`src/rtl/cpu_pkg.sv`:
```
// cpu_pkg: shared types and defaults for the serial add/subtract engine
package cpu_pkg;
  typedef enum logic [1:0] {IDLE, RUN, DONE} addsub_state_t;
  localparam int ADDSUB_WIDTH_DEFAULT = 32;
endpackage

```
`src/rtl/serial_addsub_ctrl_fa.sv`:
```
// FA: 1-bit full adder, the only arithmetic element of the serial engine
module FA (
  input  logic A_i,
  input  logic B_i,
  input  logic C_i,
  output logic S_o,
  output logic CA_o
);
  assign S_o  = A_i ^ B_i ^ C_i;
  assign CA_o = (A_i & B_i) | (C_i & (A_i ^ B_i));
endmodule

```
`src/rtl/serial_addsub_ctrl.sv`:
```
// serial_addsub_ctrl: LSB-first bit-serial add/subtract with start/ready and done pulse
module serial_addsub_ctrl
  import cpu_pkg::*;
#(
  parameter int WIDTH = ADDSUB_WIDTH_DEFAULT,
  localparam int CNT_W = $clog2(WIDTH)
) (
  input  logic             clk_i,
  input  logic             rst_i,
  input  logic             start_i,
  input  logic             sub_i,
  input  logic [WIDTH-1:0] a_i,
  input  logic [WIDTH-1:0] b_i,
  output logic             ready_o,
  output logic             done_o,
  output logic [WIDTH-1:0] result_o,
  output logic             cout_o,
  output logic             ovf_o,
  output logic             zero_o
);
  addsub_state_t state_q, state_d;
  logic [WIDTH-1:0] sa_q, sa_d, sb_q, sb_d, acc_q, acc_d, result_q, result_d;
  logic [CNT_W-1:0] cnt_q, cnt_d;
  logic carry_q, carry_d, cout_q, cout_d, ovf_q, ovf_d, zero_q, zero_d;
  logic ready_q, ready_d, done_q, done_d;
  logic fa_s, fa_co;
  FA u_fa (.A_i(sa_q[0]), .B_i(sb_q[0]), .C_i(carry_q), .S_o(fa_s), .CA_o(fa_co));
  always_comb begin
    state_d  = state_q;
    sa_d     = sa_q;
    sb_d     = sb_q;
    acc_d    = acc_q;
    cnt_d    = cnt_q;
    carry_d  = carry_q;
    result_d = result_q;
    cout_d   = cout_q;
    ovf_d    = ovf_q;
    zero_d   = zero_q;
    case (state_q)
      IDLE: if (start_i) begin
        sa_d    = a_i;
        sb_d    = b_i ^ {WIDTH{sub_i}};
        carry_d = sub_i;
        cnt_d   = '0;
        state_d = RUN;
      end
      RUN: begin
        sa_d    = sa_q >> 1;
        sb_d    = sb_q >> 1;
        acc_d   = {fa_s, acc_q[WIDTH-1:1]};
        carry_d = fa_co;
        // flags publish only on the last bit so no partial result leaks out
        if (cnt_q == CNT_W'(WIDTH-1)) begin
          state_d  = DONE;
          result_d = acc_d;
          cout_d   = fa_co;
          ovf_d    = fa_co ^ carry_q;
          zero_d   = acc_d == '0;
        end else cnt_d = cnt_q + CNT_W'(1);
      end
      DONE: state_d = IDLE;
      default: state_d = IDLE;
    endcase
    ready_d = state_d == IDLE;
    done_d  = state_d == DONE;
  end
  always_ff @(posedge clk_i) begin
    if (rst_i) begin
      state_q  <= IDLE;
      sa_q     <= '0;
      sb_q     <= '0;
      acc_q    <= '0;
      cnt_q    <= '0;
      carry_q  <= 1'b0;
      result_q <= '0;
      cout_q   <= 1'b0;
      ovf_q    <= 1'b0;
      zero_q   <= 1'b1;
      ready_q  <= 1'b1;
      done_q   <= 1'b0;
    end else begin
      state_q  <= state_d;
      sa_q     <= sa_d;
      sb_q     <= sb_d;
      acc_q    <= acc_d;
      cnt_q    <= cnt_d;
      carry_q  <= carry_d;
      result_q <= result_d;
      cout_q   <= cout_d;
      ovf_q    <= ovf_d;
      zero_q   <= zero_d;
      ready_q  <= ready_d;
      done_q   <= done_d;
    end
  end
  assign ready_o  = ready_q;
  assign done_o   = done_q;
  assign result_o = result_q;
  assign cout_o   = cout_q;
  assign ovf_o    = ovf_q;
  assign zero_o   = zero_q;
endmodule
```
`config.mk`:
```
export PLATFORM = sky130hd
export DESIGN_NAME = serial_addsub_ctrl
export DESIGN_NICKNAME = d
export VERILOG_FILES = /design/src/rtl/cpu_pkg.sv /design/src/rtl/serial_addsub_ctrl_fa.sv /design/src/rtl/serial_addsub_ctrl.sv
export SDC_FILE = /design/constraint.sdc
export NUM_CORES = 1
export LEC_CHECK = 0
export ABC_CLOCK_PERIOD_IN_PS = 3200
export BUFFER_PORTS_ARGS = -buffer_cell sky130_fd_sc_hd__buf_2
export CAP_MARGIN = 20
export CORE_UTILIZATION = 44
export DETAILED_ROUTE_END_ITERATION = 10
export HOLD_SLACK_MARGIN = 0.1
export PLACE_DENSITY = 0.66
export SYNTH_ARGS = -nofsm -noshare
export SYNTH_HDL_FRONTEND = slang
export SYNTH_HIERARCHICAL = 1
export SYNTH_SLANG_ARGS = --single-unit
```
`constraint.sdc`:
```
create_clock -name clk_i -period 3.2 [get_ports clk_i]
set_input_delay 0.32 -clock clk_i [delete_from_list [all_inputs] [get_ports clk_i]]
set_output_delay 0.32 -clock clk_i [all_outputs]
set_load 0.03 [all_outputs]
```
# After elaboration in Yosys (flattened, before gate mapping)

Index checks and enable logic that the tools add are counted.
W data, S select, Z words.

Reduce and logical (&&, ||, !) cells: 7
Bitwise gates (word level): 7
Eq/ne operators: 5
Mux-type cells: 12
Add/sub/neg operators: 1

Operator list:

| kind                  | number |
|---|---|
| $pmux W32 S2          | 2 |
| $mux W32              | 2 |
| $logic_not A32 Y1     | 1 |
| $xor A32 B32 Y32      | 1 |
| $mux W5               | 2 |
| $pmux W5 S2           | 1 |
| $add A5 B1 Y5 const B | 1 |
| $eq A5 B5 Y1 const B  | 1 |
| $logic_not A2 Y1      | 2 |
| $mux W2               | 2 |
| $ne A2 B2 Y1 const B  | 2 |
| $pmux W2 S2           | 1 |
| $reduce_and A2 Y1     | 2 |
| $reduce_and A3 Y1     | 1 |
| $xor A1 B1 Y1         | 3 |
| $and A1 B1 Y1         | 2 |
| $eq A2 B1 Y1 const B  | 1 |
| $eq A2 B2 Y1 const B  | 1 |
| $pmux W1 S2           | 1 |
| $reduce_bool A2 Y1    | 1 |
| $mux W1               | 1 |
| $or A1 B1 Y1          | 1 |

Word-level logic and storage cells: 44
Bits in registers: 141
Output and inout port bits: 37

# Depth between registers and ports, before layout

Depth after elaboration: 4
Depth in mapped cells: 8
Mapped depth without buffers: 6

# Hierarchy

The synthesis kept the hierarchy.

By module, submodules not included:

| module             | cells an instance | times used | sequential area each (um2) | area an instance (um2) |
|---|---|---|---|---|
| serial_addsub_ctrl | 638               | 1          | 2802.7                     | 5550.3 |
| FA                 | 1                 | 1          | 0.0                        | 20.0 |

# Worst setup path before layout

Ideal clock, no wire load.

Path kind: reg2reg
From: register cnt_q[0]
To: register cnt_q[3]
Buffers on the path: 1
Arrival: 1.764 ns
Period minus slack after synthesis: 1.834 ns
Setup slack: 1.366 ns
Cell stages (with the launch flop): 8
Required time: 3.130 ns
Path through: dfxtp_1 > ha_1 > and3_1 > ha_1 > and2_1 > clkbuf_1 > or4_1 > a21oi_1

Longest elaborated chain between the ends: 3
Elaborated cells on any way between the ends: 6

RTL lines:

| what                                                    | RTL line                                           | source |
|---|---|---|
| from (decl)                                             | serial_addsub_ctrl.sv:23                           | `logic [CNT_W-1:0] cnt_q, cnt_d;` |
| from (signal assigned)                                  | serial_addsub_ctrl.sv:86                           | `cnt_q <= cnt_d;` |
| $add A5 B1 Y5 / $eq A5 B5 Y1 (equally long branches)    | serial_addsub_ctrl.sv:59, serial_addsub_ctrl.sv:53 |  |
| $mux W5 / $ne A2 B2 Y1 (equally long branches)          | --                                                 |  |
| $pmux W5 S2 / $reduce_and A3 Y1 (equally long branches) | --                                                 |  |

Several ways; a longest one is shown, not always the timed one. The select of a mux whose other input is x is not followed.
A chain may end at the register's enable or synchronous reset.

# Final worst setup path

From: register cnt_q[0]
To: register zero_q (netlist: zero_o)

Longest elaborated chain between the ends: 2

RTL lines:

| what                               | RTL line                 | source |
|---|---|---|
| $eq A5 B5 Y1                       | serial_addsub_ctrl.sv:53 | `if (cnt_q == CNT_W'(WIDTH-1)) begin` |
| $reduce_and A2 Y1 (no source line) | --                       |  |
| to (signal assigned)               | serial_addsub_ctrl.sv:91 | `zero_q <= zero_d;` |
| to (decl)                          | serial_addsub_ctrl.sv:24 | `logic carry_q, carry_d, cout_q, cout_d, ovf_q, ovf_d, zero_q, zero_d;` |

No other way between the ends.

==> metrics.txt <==
die height=about 110 um; Post-Syn Instances=~640; CTS tree=built; Hold WS=about 0.16 ns; Core Area=roughly 0.012 mm2; die width=115 um; ys flop type=dfxtp_1; Synth cell types=36; Via density=5.35; commonest non-fill, non-tap cell in the layout=dfxtp_1; ratio of cells with drive above 1 in the final layout=20.3%; post-route DRC violation count=0; main combinational cell family by area after synthesis=compound AO/OA/AOI/OAI gates; Sink Count=140; total CTS buffers=17; maximum vdd drop=about 0.33 mV; Clock Path Buffers=2; adder-cell area share of the yosys netlist=less than 1%; post-synth top area cell=dfxtp_1; crit path capture type=register; post_cts resized=0; total power=4150 uW; Min-Delay Path Class=in2reg; Worst Tran Pin Value=roughly 1.0 ns; clock slew at reported path FFs=around 0.060 ns; htree depth=4; pre-CTS setup slack=between 1 and 1.5 ns; mux cell area share after synthesis=0%; Yosys reg bits=140; Worst Slack Setup Final=1.12 ns; Period minus WS final=~2.1 ns; P per Cell Area=between 600 and 700 mW/mm2; global-route wire length before repair=~21 mm; Synth Area per Inst=between 8 and 9 um2; Max-Slew Margin vs Limit=32.5%; hold bufs inserted after CTS=0; largest net degree at the start of global routing=87; compound-cell area share of the yosys netlist=21.4%; # diodes=0; Starting Density=a little under half; Setup Fix Bufs, Post-CTS=0; WP data required=approximately 3.5 ns; routed wire length=between 10 and 15 mm; max-slew violations=0; clock latency on the worst-skew pair=between 0.4 and 0.5 ns; Synth Cell Area=approximately 0.0056 mm2; final hold vios=0; static leakage=between 0.002 and 0.003 uW; Worst Setup Start Kind=register; CP Max Fanout=37; Post-Synth XOR/XNOR Area=under 10%; grt ovf=0; Buffers on Ports=104; Area Growth Syn to Fin=19.7%; Antenna Violating Nets Remaining=0; DPL Wire Length=7.91 mm; Post-Synth Simple-Gate Area=about 17%; Area contributors post-synth=dfxtp_1 50%, nand2_1 8.8%, a21oi_1 6.3%, a222oi_1 5.6%, xor2_1 5.0%; Final TNS setup=0 ns; clk root buf=clkbuf_16; Ys Warns=6; syn_nets=710; DR WL/cell=14.2 um; commonest non-fill, non-tap cells in the layout=140 x dfxtp_1, 130 x nand2_1, 103 x buf_2, 70 x nor2_1, 70 x a21oi_1; gr usage total=between 20% and 30%; status=finished, final reports clean; max capacitance violation total=0; Rows=40; Initial DRC Count=between 300 and 400; Worst EP arrival=around 2.4 ns; Initial DRT Pass Iterations=5; Clock Skew=approximately 0.0038 ns; RSZ-0062 raised after global routing=false; # setup viols final=0; Fmax=~480 MHz; Ports=around 110; number of synthesized flops with an enable pin=0; Seq/Total Area, Yosys=a little over 50%; die area=roughly 0.013 mm2; initial antenna violation count=0; vias in the first global route=4531; async set-or-reset flop fraction in the synthesized netlist=0%; final worst path period share=between 60% and 70%; Final GP Congestion=approximately 0.7; nets=around 800; via count=about 4800; share of the synthesized area in the top cell type=50.3%; Setup CP Type=reg2reg
## worst paths after layout
check	to	slack (ns)	start	cells after the start
hold reg to reg	result_o[10]	0.45	result_o[10]	2
setup reg to reg	zero_o	1.12	cnt_q[0]	6
hold / removal	sa_q[31]	0.16	a_i[31]	3
setup / recovery	zero_o	1.12	cnt_q[0]	6
## power breakdown
group          total [uW]  internal, uW  switching (uW)  leakage (uW)
registers            1860          1820            43.1       0.00114
logic                 337           145             192       0.00118
clock network        1950          1240             714      0.000286
total                4150          3200             949       0.00261
## final cells by class
class	count	area, um2
Timing Repair Buffer	111	588
Tap cell	168	210
Multi-Input combinational cell	437	2460
Fill cell	1131	5490
Sequential cell	140	2800
Clock buffer	20	447
Clock inverter	12	146
Inverter	3	11.3
## flip-flops by register name (all words and copies together), names as in the netlist
| name | cells |
|---|---|
| ready_o | 1 |
| zero_o | 1 |
| state_q | 2 |
| sa_q | 32 |
| cnt_q | 5 |
| carry_q | 1 |
| sb_q | 32 |
| acc_q | 31 |
| result_o | 32 |
| cout_o | 1 |
| done_o | 1 |
| ovf_o | 1 |
## cell families (layout without fill, tap and decap cells)
logic type | count (synthesis) | count (layout)
xor+xnor | 33 | 33
compound gates | 176 | 176
simple gates | 225 | 225
fa+ha+maj | 3 | 3
buf+inv | 62 | 146
flops | 140 | 140
## cells in the mapped netlist, types with 2 or more instances
master    number
o21ai_0        3
o31ai_1        3
a211oi_1      33
ha_1           2
dfxtp_1      140
nor2_1        70
nand4_1        2
nand2b_1       4
xor2_1        32
o22ai_1       31
a21oi_1       70
buf_6          5
nand2_1      130
a222oi_1      31
a22oi_1        2
or4_1          2
inv_1          3
clkbuf_1      28
nor4_1         8
buf_2         19
buf_4          6
## metrics by stage
| stage | utilization (%) | instances | area [um2] |
|---|---|---|---|
| 2_1_floorplan | - | 639 | 5570 |
| 3_3_place_gp | 50.0 | 859 | 6080 |
| 3_5_place_dp | 50.0 | 859 | 6080 |
| 4_1_cts | 54.8 | 891 | 6670 |
| 5_1_grt | 54.8 | 891 | 6670 |
| 6_report | 54.8 | 891 | 6670 |
## per-layer routing
layer | vias up | global-route usage (%) | wire (um)
met5 | - | 0 | 0
li1 | 2401 | - | -
met3 | 14 | 5.29 | 563
met2 | 117 | 34.2 | 6220
met4 | 0 | 7.79 | 157
met1 | 2237 | 24.3 | 5690
## critical path: stages (launching register included)
cell,delay (ns)
dfxtp_1,0.37
ha_1,0.19
and3_1,0.16
ha_1,0.20
nand3b_2,0.58
a21oi_1,0.35
o31ai_1,0.09
Power figures use the tool's default switching activity.
